==> src/rtl/sop_share_pkg.sv <==
// Shared types and helpers for the programmable shared-product |a-b| evaluator.
// The monitor in the top is enabled by defining SOP_ABSDIFF_ERR_MON_EN.
package sop_share_pkg;

  localparam int MAX_NIN = 16;
  localparam int ABS_W   = 32;

  typedef struct packed {
    logic [MAX_NIN-1:0] pol;
    logic [MAX_NIN-1:0] use_m;
  } cfg_row_t;

  typedef enum logic [1:0] {ROW_PROD, ROW_SEL, ROW_DROP} row_kind_t;

  function automatic row_kind_t row_kind(input int unsigned addr, input int unsigned pit,
                                         input int unsigned out_w);
    if (addr < pit)              return ROW_PROD;
    else if (addr < pit + out_w) return ROW_SEL;
    else                         return ROW_DROP;
  endfunction

  // One extra bit so |approx - exact| never wraps when approx is wider than exact.
  function automatic int unsigned err_width(input int unsigned in_w, input int unsigned out_w);
    return ((out_w > in_w) ? out_w : in_w) + 1;
  endfunction

  function automatic logic [ABS_W-1:0] abs_diff(input logic [ABS_W-1:0] a,
                                                input logic [ABS_W-1:0] b);
    return (a > b) ? (a - b) : (b - a);
  endfunction

endpackage

==> src/rtl/sop_share_plane.sv <==
// Combinational AND-plane (products from x) and OR-plane (output bits from registered products).
module sop_share_plane #(
  parameter int NIN   = 4,
  parameter int PIT   = 6,
  parameter int OUT_W = 2
) (
  input  logic [NIN-1:0]   x,
  input  logic [NIN-1:0]   use_m [PIT],
  input  logic [NIN-1:0]   pol   [PIT],
  input  logic [PIT-1:0]   sel   [OUT_W],
  input  logic [PIT-1:0]   prod_in,
  output logic [PIT-1:0]   prod,
  output logic [OUT_W-1:0] approx
);

  // Unused literals are forced true, so an empty use mask yields a constant 1.
  for (genvar gi = 0; gi < PIT; gi++) begin : g_and
    assign prod[gi] = &(~use_m[gi] | ~(x ^ pol[gi]));
  end

  for (genvar gi = 0; gi < OUT_W; gi++) begin : g_or
    assign approx[gi] = |(sel[gi] & prod_in);
  end

endmodule

==> src/rtl/sop_share_absdiff_pipe.sv <==
// Two-stage programmable SOP |a-b| approximator with exact reference and error flag.
// Define SOP_ABSDIFF_ERR_MON_EN to build the err_cnt/max_err monitor.
module sop_share_absdiff_pipe
  import sop_share_pkg::*;
#(
  parameter int IN_W  = 2,
  parameter int OUT_W = IN_W,
  parameter int PIT   = 6,
  parameter int ET    = 3,
  parameter int CNT_W = 16
) (
  input  logic                          clk,
  input  logic                          rst_n,
  input  logic                          in_valid,
  output logic                          in_ready,
  input  logic [IN_W-1:0]               in_a,
  input  logic [IN_W-1:0]               in_b,
  output logic                          out_valid,
  input  logic                          out_ready,
  output logic [OUT_W-1:0]              out_approx,
  output logic [IN_W-1:0]               out_exact,
  output logic                          out_err_flag,
  input  logic                          cfg_valid,
  output logic                          cfg_ready,
  input  logic [$clog2(PIT+OUT_W)-1:0]  cfg_addr,
  input  logic [4*IN_W-1:0]             cfg_data,
  output logic [CNT_W-1:0]              err_cnt,
  output logic [IN_W-1:0]               max_err,
  input  logic                          cnt_clr
);

  localparam int NIN = 2 * IN_W;
  localparam int AW  = $clog2(PIT + OUT_W);
  localparam int EW  = err_width(IN_W, OUT_W);

  logic [NIN-1:0]   use_reg [PIT];
  logic [NIN-1:0]   pol_reg [PIT];
  logic [PIT-1:0]   sel_reg [OUT_W];

  cfg_row_t         cfg_row;
  row_kind_t        cfg_kind;
  logic             en, cfg_we, out_fire;

  logic             s1_valid_reg;
  logic [PIT-1:0]   s1_prod_reg;
  logic [IN_W-1:0]  s1_exact_reg;
  logic             s2_valid_reg;
  logic [OUT_W-1:0] s2_approx_reg;
  logic [IN_W-1:0]  s2_exact_reg;
  logic [EW-1:0]    s2_err_reg;
  logic             s2_flag_reg;

  logic [PIT-1:0]   prod;
  logic [OUT_W-1:0] approx;
  logic [EW-1:0]    err;

  // Config only lands on an empty pipe, so every in-flight entry sees one mask set.
  assign en        = ~s2_valid_reg | out_ready;
  assign cfg_ready = ~s1_valid_reg & ~s2_valid_reg;
  assign cfg_we    = cfg_valid & cfg_ready;
  assign in_ready  = en & ~cfg_we;
  assign out_fire  = s2_valid_reg & out_ready;

  assign cfg_row.use_m = MAX_NIN'(cfg_data[NIN-1:0]);
  assign cfg_row.pol   = MAX_NIN'(cfg_data[2*NIN-1:NIN]);
  assign cfg_kind      = row_kind(32'(cfg_addr), PIT, OUT_W);

  always_ff @(posedge clk or negedge rst_n) begin
    if (!rst_n) begin
      for (int i = 0; i < PIT; i++) begin
        use_reg[i] <= '0;
        pol_reg[i] <= '0;
      end
      for (int i = 0; i < OUT_W; i++) sel_reg[i] <= '0;
    end else if (cfg_we) begin
      for (int i = 0; i < PIT; i++) begin
        if (cfg_kind == ROW_PROD && cfg_addr == AW'(i)) begin
          use_reg[i] <= cfg_row.use_m[NIN-1:0];
          pol_reg[i] <= cfg_row.pol[NIN-1:0];
        end
      end
      for (int i = 0; i < OUT_W; i++) begin
        if (cfg_kind == ROW_SEL && cfg_addr == AW'(PIT + i)) sel_reg[i] <= cfg_data[PIT-1:0];
      end
    end
  end

  sop_share_plane #(.NIN(NIN), .PIT(PIT), .OUT_W(OUT_W)) u_plane (
    .x      ({in_b, in_a}),
    .use_m  (use_reg),
    .pol    (pol_reg),
    .sel    (sel_reg),
    .prod_in(s1_prod_reg),
    .prod   (prod),
    .approx (approx)
  );

  assign err = EW'(abs_diff(ABS_W'(approx), ABS_W'(s1_exact_reg)));

  always_ff @(posedge clk or negedge rst_n) begin
    if (!rst_n) begin
      s1_valid_reg  <= 1'b0;
      s1_prod_reg   <= '0;
      s1_exact_reg  <= '0;
      s2_valid_reg  <= 1'b0;
      s2_approx_reg <= '0;
      s2_exact_reg  <= '0;
      s2_err_reg    <= '0;
      s2_flag_reg   <= 1'b0;
    end else if (en) begin
      s1_valid_reg  <= in_valid & in_ready;
      s1_prod_reg   <= prod;
      s1_exact_reg  <= IN_W'(abs_diff(ABS_W'(in_a), ABS_W'(in_b)));
      s2_valid_reg  <= s1_valid_reg;
      s2_approx_reg <= approx;
      s2_exact_reg  <= s1_exact_reg;
      s2_err_reg    <= err;
      s2_flag_reg   <= (int'(err) > ET);
    end
  end

  assign out_valid    = s2_valid_reg;
  assign out_approx   = s2_approx_reg;
  assign out_exact    = s2_exact_reg;
  assign out_err_flag = s2_flag_reg;

`ifdef SOP_ABSDIFF_ERR_MON_EN
  logic [CNT_W-1:0] err_cnt_reg;
  logic [IN_W-1:0]  max_err_reg;
  logic [IN_W-1:0]  err_clip;

  assign err_clip = (s2_err_reg > EW'({IN_W{1'b1}})) ? '1 : s2_err_reg[IN_W-1:0];

  always_ff @(posedge clk or negedge rst_n) begin
    if (!rst_n) begin
      err_cnt_reg <= '0;
      max_err_reg <= '0;
    end else if (cnt_clr) begin
      err_cnt_reg <= '0;
      max_err_reg <= '0;
    end else if (out_fire) begin
      if (s2_flag_reg && err_cnt_reg != '1) err_cnt_reg <= err_cnt_reg + 1'b1;
      if (err_clip > max_err_reg) max_err_reg <= err_clip;
    end
  end

  assign err_cnt = err_cnt_reg;
  assign max_err = max_err_reg;
`else
  assign err_cnt = '0;
  assign max_err = '0;
`endif

endmodule

==> config.mk <==
export PLATFORM = sky130hd
export DESIGN_NAME = sop_share_absdiff_pipe
export DESIGN_NICKNAME = d
export VERILOG_FILES = /design/src/rtl/sop_share_pkg.sv /design/src/rtl/sop_share_plane.sv /design/src/rtl/sop_share_absdiff_pipe.sv
export SDC_FILE = /design/constraint.sdc
export NUM_CORES = 1
export LEC_CHECK = 0
export ABC_AREA = 0
export CAP_MARGIN = 20
export CELL_PAD_IN_SITES_DETAIL_PLACEMENT = 0
export CELL_PAD_IN_SITES_GLOBAL_PLACEMENT = 1
export CORE_MARGIN = 8
export CORE_UTILIZATION = 45
export CTS_CLUSTER_DIAMETER = 40
export DETAILED_ROUTE_END_ITERATION = 8
export PLACE_DENSITY_LB_ADDON = 0.1
export SLEW_MARGIN = 20
export SYNTH_ARGS = -nofsm -noshare
export SYNTH_HDL_FRONTEND = slang
export SYNTH_SLANG_ARGS = --single-unit
==> constraint.sdc <==
create_clock -name clk -period 2.6 [get_ports clk]
set_clock_uncertainty 0.15 [all_clocks]
set_input_delay 0.78 -clock clk [delete_from_list [all_inputs] [get_ports clk]]
set_output_delay 0.78 -clock clk [all_outputs]
set_load 0.02 [all_outputs]
### Word-level counts from Yosys, hierarchy flattened

Cells that the tools add are included.

* add/subtract/negate cells: 4
* multipliers: 0
* divide/modulo/power cells: 0
* magnitude comparators: 4
* equality and inequality tests: 8
* shift operators: 0
* mux-type cells: 3
* bitwise gates (word level): 34
* reductions and logical operators: 26

Operator list (count)
* $not A4 Y4: 12
* $or A4 B4 Y4: 6
* $reduce_and A4 Y1: 6
* $xor A4 B4 Y4: 6
* $reduce_and A2 Y1: 8
* $and A6 B6 Y6: 2
* $eq A3 B3 Y1 const B: 4
* $reduce_or A6 Y1: 2
* $logic_and A1 B1 Y1: 8
* $eq A3 B2 Y1 const B: 2
* $sub A2 B2 Y3: 2
* $and A1 B1 Y1: 4
* $gt A2 B2 Y1: 2
* $sub A2 B2 Y2: 2
* $eq A3 B1 Y1 const B: 1
* $gt A3 B2 Y1 const B: 1
* $logic_not A3 Y1: 1
* $lt A3 B3 Y1 const B: 1
* $mux W3: 1
* $not A1 Y1: 3
* $logic_not A2 Y1: 1
* $mux W2: 1
* $eq A1 B1 Y1 const B: 1
* $mux W1: 1
* $or A1 B1 Y1: 1

* bits in registers: 75
* latch bits: 0
* memory bits (writable): 0
* ROM bits: 0
* bits of input ports: 21
* output and inout bits: 26
* word-level logic and storage cells: 100
* memories kept: 0

### Depth between registers and ports, before layout

* depth after elaboration: 6
* mapped depth: 8
* depth with buffers taken out: 7

### Modules after synthesis

From an unflattened synthesis, not the netlist that was laid out.

* cells, all modules: 266
* area, all modules: 3646.0 sq um

Modules (own cells, without submodules)
* sop_share_absdiff_pipe: instances 1, cells each 218, area an instance 3211.8 sq um, seq. area each 1876.8 sq um
* sop_share_plane: instances 1, cells each 48, area an instance 434.2 sq um, seq. area each 0.0 sq um

### Worst setup path after synthesis

Ideal clock, no wire load.

* kind: input-to-output
* start: input out_ready
* end: output in_ready
* arrival time: 1.559 ns
* data required time: 1.670 ns
* path slack: 0.111 ns
* stages: 4
* path buffers: 2
* path through: nor2b_1 > clkbuf_1 > clkbuf_1 > a21oi_1

* word-level cells in the longest chain between the ends: 2

RTL lines
* from (decl): line sop_share_absdiff_pipe.sv:19 `input logic out_ready,`
* $or A1 B1 Y1: line sop_share_absdiff_pipe.sv:58 `assign en = ~s2_valid_reg | out_ready;`
* $and A1 B1 Y1: line sop_share_absdiff_pipe.sv:61 `assign in_ready = en & ~cfg_we;`
* to (decl): line sop_share_absdiff_pipe.sv:15 `output logic in_ready,`

Every way passes these cells.

### Worst setup path after layout

Ends and elaborated chain as after synthesis.

==> impl_metrics.toml <==
[grt]
grt_overflow_total = 0
grt_use_total = 0.140
grt_pass1_vias = 2245
grt_first_pass_wirelength_mm = 12.1
antenna_found_initial = 0
grt_max_degree = 40

[cells_and_area]
final_cell_mix = "dfrtp_1 (75), mux2_2 (54), clkdlybuf4s50_1 (25), xor2_1 (24), conb_1 (18)"
nets = 351
final_area_sq_mm = 0.00428
layout-drive-gt1-share = 0.312
syn2layout_area_growth_pct = 18.6
antenna_cells = 0
layout_commonest_cell = "dfrtp_1"

[timing]
clock.fmax_ghz = 0.392
post-route-period-util = 0.980
hold_viol = 0
layout_min_cycle_time_ns = 2.55
slew_headroom = 0.663
setup_viol = 0
rsz0062_at_grt = "true"
timing.hold.ws_ns = 0.257
timing_worst_slew_pin_value_ns = 0.506
final_max_slew_viol_count = 0

[worst_setup_path]
r2r_end = "use_reg[21]"
setup.worst_path.end_class = "output pin"
r2r_cells = 3
critPathLaunch = "out_ready"
start_kind = "input pin"
cp_num_buf_inv = 2
worst_ep_required_time_ns = 1.67
timing.rr.start = "out_valid"
cp.arrival_ns = 1.62
cpMaxStageDelayCell = "clkdlybuf4s50_1"
worstPathMaxFanout = 2
path_cells = "clkdlybuf4s50_1, nor2b_2, a21oi_1, buf_4"
critPathKind = "input pin to output pin"
worstSetupPathDepth = 4
endpoint = "in_ready"
cp_top_family = "buffers and inverters"
reg2reg_slack_ns = 0.55
slowest_delay_ns = 0.50

[routing]
wl_mm = 7.27
wl_per_cell_microns = 17.0
vias = 2178
drt_iter0_markers = 74
drcViolationCount = 0
first_pass_iters = 4
viasPerCell = 5.08
drt.antenna.violating_nets = 0

[synth]
synth.area.top_cells = "dfrtp_1 (52%), mux2_2 (17%), xor2_1 (5.8%)"
postSynthCellCount = 278
ys_async_sr_fraction = 1.00
ys.flop_type = "dfrtp_1"
synth.distinct_cells = 37
avgSynthCellArea_sq_um = 13.0
yosysSeqAreaShare = 0.520
synth_top_area_frac = 0.520
syn_area_sq_mm = 0.00361
synth_edf_count = 0
synth_warnings = 0
synth_top_area_cell = "dfrtp_1"
ys_ff_latch = 75

[clocking]
holdBufCountCts = 0
h-tree-depth = 3
clock_sinks = 75
cts_tree = "yes"
cts-buffers-inserted = 9
cts_resized = 4
clockBufferDepth = 2
clock_latency_ns = 0.34
cts-root-buf = "clkbuf_8"
clkTransAtPathRegs_ns = 0.08
post-cts-setup-buffer-count = 0

[place]
hpwl_mm = 5.14
port_buffers = 27
gp_congestion = 0.710
dpl_cell_area_sq_mm = 0.00405

[power]
vdd.ir_drop.worst_uv = 387
p_per_area_mw_per_mm2 = 940
p_leak_nw = 2.01

[floorplanning]
design.die.area_sq_mm = 0.0111
die_height_microns = 106
start_util = 0.464
num_io_pins = 47
core_sq_mm = 0.00777
core.rowCount = 32
die_w_microns = 106

[flow_run]
maxCapViolCount = 0

[run_status]
status = "complete, no violations"

[worst_hold_path]
min_path_type = "input pin to async pin"
## routing by layer
metal  track usage  share of wire  routed length, microns  up-vias
li1              -              -                       -     1026
met4        0.0452          0.010                      75        0
met3        0.0420          0.049                     359        5
met1         0.180           0.46                    3330     1104
met2         0.221           0.48                    3510       43
met5             0              0                       0        -
## stage by stage
step | total power [mW] | TNS (ns) | util | cells | setup WS, ns
2_1_floorplan | 2.68 | 0 | - | 295 | 0.111
3_3_place_gp | 3.01 | -4.99 | 0.522 | 413 | -0.396
3_5_place_dp | 3.04 | -5.27 | 0.522 | 413 | -0.413
4_1_cts | 4.06 | 0 | 0.550 | 429 | 0.0297
5_1_grt | 4.30 | -0.0123 | 0.551 | 429 | -0.0123
6_report | 4.02 | 0 | 0.551 | 429 | 0.0513
## cells in the mapped netlist (all sizes together) (6+ instances only)
library cell   n
clkbuf         6
a22oi          6
nand2         11
a22o          13
inv           10
buf           22
xor2          24
nor2           7
ha             7
dfrtp         75
mux2          62
o31ai          6
## power breakdown
group / leakage (nW) / switching, mW / internal (mW)
clock: 0.113 / 0.426 / 0.592
combinational: 0.955 / 0.474 / 0.658
sequential: 0.946 / 0.274 / 1.60
## final cells by class
cell class	count	area, sq um
repair buffers	44	430
clock inverters	4	72.6
multi-input cells	182	1580
well taps	102	128
inverters	10	37.5
fillers	694	3490
clock buffers	12	155
flip-flops and latches	75	1880
## how the worst min path moves through the flow
stage	to	slack (ns)	cells after the start
3_3_place_gp	out_exact[1]	0.31	2
6_report	out_valid	0.26	1
2_1_floorplan	s1_prod_reg[3]	0.32	2
3_5_place_dp	out_exact[0]	0.33	2
5_1_grt	out_exact[0]	0.28	1
4_1_cts	out_valid	0.27	1
## worst register-to-register path: stages, from the launching register on
cell and delay (ns):
dfrtp_1 0.43, or3_1 0.41, or4b_4 0.61, mux2_4 0.34
## cell families after synthesis
family / share of synthesized area
buf+inv: 0.0610
fa+ha+maj: 0.0298
simple gates: 0.0538
compound gates: 0.0739
xor+xnor: 0.0583
mux: 0.202
other cells: 0.00104
flops: 0.520
(Power assumes the default switching activity.)
